**config.mk**
```make
export PLATFORM = sky130hd
export DESIGN_NAME = keypad_encoder
export DESIGN_NICKNAME = d
export VERILOG_FILES = /design/src/rtl/keypad_encoder.sv
export SDC_FILE = /design/constraint.sdc
export NUM_CORES = 1
export LEC_CHECK = 0
export CAP_MARGIN = 20
export CORE_MARGIN = 3
export CORE_UTILIZATION = 37
export DETAILED_ROUTE_END_ITERATION = 16
export RECOVER_POWER = 25
export SLEW_MARGIN = 20
export SYNTH_ARGS = -nofsm -noshare
export SYNTH_HDL_FRONTEND = slang
export SYNTH_SLANG_ARGS = --single-unit
```
**constraint.sdc**
```tcl
create_clock -name clk -period 2.3 [get_ports clk]
set_input_delay 0.23 -clock clk [delete_from_list [all_inputs] [get_ports clk]]
set_output_delay 0.23 -clock clk [all_outputs]
set_load 0.05 [all_outputs]
```
**src/rtl/keypad_encoder.sv**
```systemverilog
// Keypad front end: synchronizes and debounces ten digit buttons into a
// 4-bit key code (digit+1, 0 = idle) with multi-key rejection.
module keypad_encoder #(
    parameter int DEBOUNCE_CYCLES = 16
) (
    input  logic       clk,
    input  logic       rst_n,
    input  logic [9:0] keys_raw,
    output logic [3:0] key_code,
    output logic       key_valid,
    output logic       multi_err
);

    localparam int CW = $clog2(DEBOUNCE_CYCLES + 1);
    localparam logic [CW-1:0] LAST = CW'(DEBOUNCE_CYCLES - 1);

    typedef enum logic [1:0] {
        S_IDLE,
        S_DEB_PRESS,
        S_PRESSED,
        S_DEB_RELEASE
    } state_t;

    logic [9:0]    r_s1;
    logic [9:0]    r_s2;
    state_t        r_state;
    logic [3:0]    r_cand;
    logic [CW-1:0] r_cnt;
    logic [3:0]    r_code;
    logic          r_valid;
    logic          r_multi;

    state_t        w_state_nxt;
    logic [3:0]    w_cand_nxt;
    logic [CW-1:0] w_cnt_nxt;
    logic [3:0]    w_code_nxt;
    logic          w_valid_nxt;

    logic [9:0]    w_sample;
    logic          w_any;
    logic          w_multi;
    logic          w_one;
    logic [3:0]    w_idx;
    logic [9:0]    w_cand_oh;
    logic          w_match;
    logic          w_last;

    assign w_sample  = r_s2;
    assign w_any     = |w_sample;
    // Clearing the lowest set bit leaves something only if 2+ bits are set
    assign w_multi   = |(w_sample & (w_sample - 10'd1));
    assign w_one     = w_any & ~w_multi;
    assign w_cand_oh = 10'd1 << r_cand;
    assign w_match   = (w_sample == w_cand_oh);
    assign w_last    = (r_cnt == LAST);

    always_comb begin
        w_idx = 4'd0;
        for (int i = 0; i < 10; i++) begin
            if (w_sample[i]) begin
                w_idx = 4'(i);
            end
        end
    end

    always_ff @(posedge clk or negedge rst_n) begin
        if (!rst_n) begin
            r_s1 <= '0;
            r_s2 <= '0;
        end else begin
            r_s1 <= keys_raw;
            r_s2 <= r_s1;
        end
    end

    always_ff @(posedge clk or negedge rst_n) begin
        if (!rst_n) begin
            r_state <= S_IDLE;
            r_cand  <= '0;
            r_cnt   <= '0;
            r_code  <= '0;
            r_valid <= 1'b0;
            r_multi <= 1'b0;
        end else begin
            r_state <= w_state_nxt;
            r_cand  <= w_cand_nxt;
            r_cnt   <= w_cnt_nxt;
            r_code  <= w_code_nxt;
            r_valid <= w_valid_nxt;
            r_multi <= w_multi;
        end
    end

    always_comb begin
        w_state_nxt = r_state;
        w_cand_nxt  = r_cand;
        w_cnt_nxt   = r_cnt;
        w_code_nxt  = r_code;
        w_valid_nxt = 1'b0;
        unique case (r_state)
            S_IDLE: begin
                if (w_one) begin
                    w_cand_nxt  = w_idx;
                    w_cnt_nxt   = CW'(1);
                    w_state_nxt = S_DEB_PRESS;
                end else begin
                    w_cnt_nxt = '0;
                end
            end
            S_DEB_PRESS: begin
                if (w_match) begin
                    if (w_last) begin
                        w_state_nxt = S_PRESSED;
                        w_code_nxt  = r_cand + 4'd1;
                        w_valid_nxt = 1'b1;
                        w_cnt_nxt   = '0;
                    end else begin
                        w_cnt_nxt = r_cnt + CW'(1);
                    end
                end else begin
                    w_state_nxt = S_IDLE;
                    w_cnt_nxt   = '0;
                end
            end
            S_PRESSED: begin
                // Extra or changed keys are ignored until a full release
                if (!w_any) begin
                    w_cnt_nxt   = CW'(1);
                    w_state_nxt = S_DEB_RELEASE;
                end
            end
            S_DEB_RELEASE: begin
                if (!w_any) begin
                    if (w_last) begin
                        w_code_nxt  = 4'd0;
                        w_state_nxt = S_IDLE;
                        w_cnt_nxt   = '0;
                    end else begin
                        w_cnt_nxt = r_cnt + CW'(1);
                    end
                end else begin
                    w_state_nxt = S_PRESSED;
                    w_cnt_nxt   = '0;
                end
            end
        endcase
    end

    assign key_code  = r_code;
    assign key_valid = r_valid;
    assign multi_err = r_multi;

endmodule
```
== Yosys cells after proc, flatten, opt, wreduce, memory -nomap -nowiden ==
Index checks and enable logic that the tools add are counted.
Storage, ports and cells
  input port bits: 12
  register bits: 37
Operators by class
  add/sub/neg operators: 3
  reductions and logical operators: 7
  equal/unequal tests: 13
  bitwise logic cells: 3
  mux-type cells: 30
  shift-type cells: 1
Operator list (number)
  $mux 4: 10
  $mux 5: 4
  $pmux 5 s4: 1
  $reduce_or 10->1: 2
  $mux 2: 8
  $ne 2x2->1 const B: 6
  $and 10x10->10: 1
  $eq 10x10->1: 1
  $shl 1x4->10 const A: 1
  $sub 10x1->10 const B: 1
  $pmux 2 s4: 1
  $pmux 4 s2: 1
  $ne 3x3->1 const B: 2
  $add 5x1->5 const B: 1
  $eq 5x4->1 const B: 1
  $mux 1: 5
  $reduce_and 5->1: 1
  $add 4x1->4 const B: 1
  $eq 2x2->1 const B: 2
  $reduce_and 4->1: 1
  $eq 2x1->1 const B: 1
  $logic_not 2->1: 1
  $reduce_and 2->1: 1
  $reduce_bool 2->1: 1
  2 further kinds: 2

== Longest topological paths before layout ==
  depth in word-level cells: 9
  mapped depth: 9
  mapped depth without buffers: 8

== Worst setup path before layout ==
Ideal clock, no wire load.
  path kind: reg-to-reg
  start: register r_cand[0]
  end: register r_code[3], in the netlist key_code[3]
  library setup time: 0.121 ns
  buffers on the path: 0
  arrival time: 2.288 ns
  path slack: -0.109 ns
  cell stages (with the launch flop): 9
  data required time: 2.179 ns
  path through: dfrtp_1 inv_1 ha_1 or3b_4 a2111oi_4 o221ai_2 nor4_4 o211ai_2 a22o_1
On the way
  longest elaborated chain between the ends: 4
  elaborated cells between the ends (all ways): 8
  classes of those cells: 1 x add/sub; 2 x eq/ne; 1 x shift; 3 x mux; 1 x reduce/logical
RTL lines
  from (decl): RTL line 27  | logic [3:0] r_cand;
  from (signal assigned): RTL line 86  | r_cand <= w_cand_nxt;
  $add 4x1->4 / $shl 1x4->10 (equally long branches): RTL line 114, 53
  $mux 4 / $eq 10x10->1 (equally long branches): RTL line 112, 54
  $mux 4 / $ne 2x2->1 (equally long branches)
  $pmux 4 s2 / $reduce_and 5->1 (equally long branches)
  to (signal assigned): RTL line 88  | r_code <= w_code_nxt;
  to (decl): RTL line 29  | logic [3:0] r_code;
Several ways; a longest one is shown, not always the timed one. The select of a mux whose other input is x is not followed.
A chain may end at the register's enable or synchronous reset.

== Worst setup path after layout ==
Ends and elaborated chain as after synthesis.

==> run_results.csv <==
group,metric,value,unit
job,cap_violations,0,
global_route,grt_max_degree,38,
clock_tree,cts_tree,"done",
floorplan,coreArea,4817,um^2
run_status,violations,"negative setup slack",
clock_tree,cts_buffer_depth,2,
setup_path,path_max_fanout,4,
place,dp_hpwl,2.953,mm
synth,syn-cell-area,1882,um^2
synth,synth-seq-cells,37,
global_route,antenna_found_initial,0,
floorplan,rows,25,
setup_path,critPathArrivalTime,2490,ps
cells_and_area,fin_util,47.87,%
timing,maxSlewViolCount,0,
setup_path,r2r_cells,8,
global_route,grt_pass1_wl,7.127,mm
cells_and_area,drive_gt1_share,17.24,%
timing,fmax,432.1,MHz
synth,synth.net_count,196,
synth,ys_seq_area_share,49.20,%
power_and_ir_drop,power_density,641.0,nW/um^2
route,wl,3.964,mm
place,dp_slack,-25.99,ps
synth,synth_top_area_share,49.20,%
setup_path,critPathKind,"reg -> reg",
power_and_ir_drop,p_leak,0.9840,nW
worst_hold_path,holdCritPathClass,"in -> async",
clock_tree,cts-htree-levels,2,
clock_tree,root_buffer,"clkbuf_8",
synth,synth_ff_type,"dfrtp_1",
floorplan,die_h,77.32,um
cells_and_area,n_antenna_cell,0,
timing,hold_viol_final,0,
synth,yosys.area.top_type,"dfrtp_1",
timing,fin_ws,-14.08,ps
floorplan,die_w,77.32,um
timing,rsz0062_at_grt,"yes",
global_route,grt.overflow.total,0,
power_and_ir_drop,vdd_drop_max,336.9,uV
floorplan,start_util,39.06,%
place,port_buffers,17,
setup_path,r2r-end,"key_code[3]",
setup_path,crit_path_end_kind,"flip-flop",
cells_and_area,syn_to_final_growth,22.54,%
cells_and_area,nFillCells,470,
setup_path,r2r_slack,-10,ps
cells_and_area,fin_cells,270,
route,wire_per_inst,14.68,um
synth,synth.avg_cell_area,10.63,um^2
global_route,grt_usage,15.00,%
route,drtIter0Drc,216,
synth,postSynth.asyncResetShare,100.0,%
synth,ys.warnings.count,0,
synth,yosysUniqueCellTypes,54,
timing,finClkSkew,9.377,ps
clock_tree,numCtsBuffers,5,
run_status,status,"complete, but fails checks",
clock_tree,clkLatencyLatePin,290,ps
setup_path,cp-start-kind,"flip-flop",
timing,fin_crit,2314,ps
timing,period_share,100.6,%
route,ant_nets,0,
route,drt-vias-per-instance,5.315,
floorplan,die-area,5978,um^2
route,vias,1435,
route,firstDrtPassIters,4,
floorplan,io_pins,18,
cells_and_area,nets,221,
timing,slew_headroom,46.12,%
setup_path,r2r_start,"r_cand[0]",
synth,ys_top_cells_by_area,"dfrtp_1 49%, ha_1 4.7%, nor2_1 2.4%",
synth,syn_inst,177,
place,gp_congestion,0.9128,
power_and_ir_drop,p_total,1.478,mW
place,placedCellCount,261,
clock_tree,clk_pin_slew,80,ps
timing,tightest_slew,808.2,ps
clock_tree,clock_sinks,37,
timing,setup_viol,2,
route,drc_errors,0,
setup_path,cp_data_required_time,2480,ps
clock_tree,ctsHoldBuffers,0,
global_route,grt_pass1_vias,1462,
synth,synth_edf_count,0,
stage by stage:
step	area, um^2	TNS, ps	hold slack [ps]
final	2306	-25.77	21.16
after global routing	2306	-913.0	89.84
after CTS	2296	-68.39	49.59
after detailed placement	2165	-25.99	336.3
after global placement	2165	0	334.4
after floorplan	1882	0	-65.59
placed cells by master (no fill, tap or decap), types with 7 or more instances in the layout:
cell type,count
dlygate4sd3_1,10
inv_1,9
o21ai_0,7
nor2_1,12
nand2_1,9
a21oi_1,7
buf_4,12
nand3_1,7
dfrtp_1,37
cell usage after synthesis (6+ instances only):
cell type / count
o21ai_1: 6
o21ai_0: 7
nor2_1: 12
inv_1: 10
a21oi_1: 7
ha_1: 7
nand2_1: 9
dfrtp_1: 37
clkbuf_1: 7
nand3_1: 7
logic make-up (layout without fill, tap and decap cells):
family | Yosys count | count (layout) | share of synthesized area [%]
xor gates and xnor gates | 3 | 3 | 1.397
and+or+nand+nor | 58 | 58 | 19.28
AOI/OAI and AO/OA | 49 | 49 | 19.75
DFF | 37 | 37 | 49.20
adders and majority gates | 8 | 8 | 5.186
buffers and inverters | 21 | 47 | 4.588
muxes | 1 | 1 | 0.5984
cell type report:
type	instances	area, um^2	area share, %
inverter	10	37.54	1.628
clock inverter	2	38.79	1.682
clock buffer	6	72.57	3.147
sequential	37	925.9	40.15
tap	67	83.83	3.635
multi-input combinational	119	892.1	38.69
timing repair buffer	29	255.2	11.07
power by group:
part / total (mW) / internal [mW] / leakage, nW / switching (mW)
sequential: 0.705 / 0.679 / 0.463 / 0.0261
combinational: 0.218 / 0.0984 / 0.466 / 0.120
clock: 0.555 / 0.325 / 0.0554 / 0.230
how the worst max path moves through the flow:
stage,start,endpoint,slack [ps],cells after the start
2_1_floorplan,r_cand[0],key_code[3],30,8
3_3_place_gp,r_cand[0],key_code[3],50,8
3_5_place_dp,r_cand[0],r_cnt[0],-30,8
4_1_cts,r_cand[0],key_code[3],-30,8
5_1_grt,r_cand[0],r_cnt[0],-170,8
6_report,r_cand[0],key_code[3],-10,8
registers in the layout, summed over array words and instances, names as in the netlist:
name	flops
r_s1	10
r_s2	10
r_cnt	5
key_code	4
r_cand	4
r_state	2
key_valid	1
multi_err	1
what timing repair did:
item / 4_1_cts / 5_1_grt
gates cloned: 0 / 0
pin swaps: 3 / 0
gates resized for setup: 3 / 2
buffers inserted: 1 / 0
setup endpoints to repair: 2 / 10
routing by layer:
layer,vias to the layer above,global-route usage [%],part of all wire (%)
li1,690,-,-
met1,705,19.19,45
met2,32,24.27,49
met3,8,3.873,4.5
met4,0,5.694,1.7
met5,-,0,0
critical path, cell delays in order, from the launching register on:
cell and delay, ps:
dfrtp_1 390, inv_2 90, ha_4 130, or3b_4 380, a2111oi_4 350, o221ai_2 200
nor4_4 290, o211ai_2 140, a22o_1 230
Power figures use the tool's default switching activity.
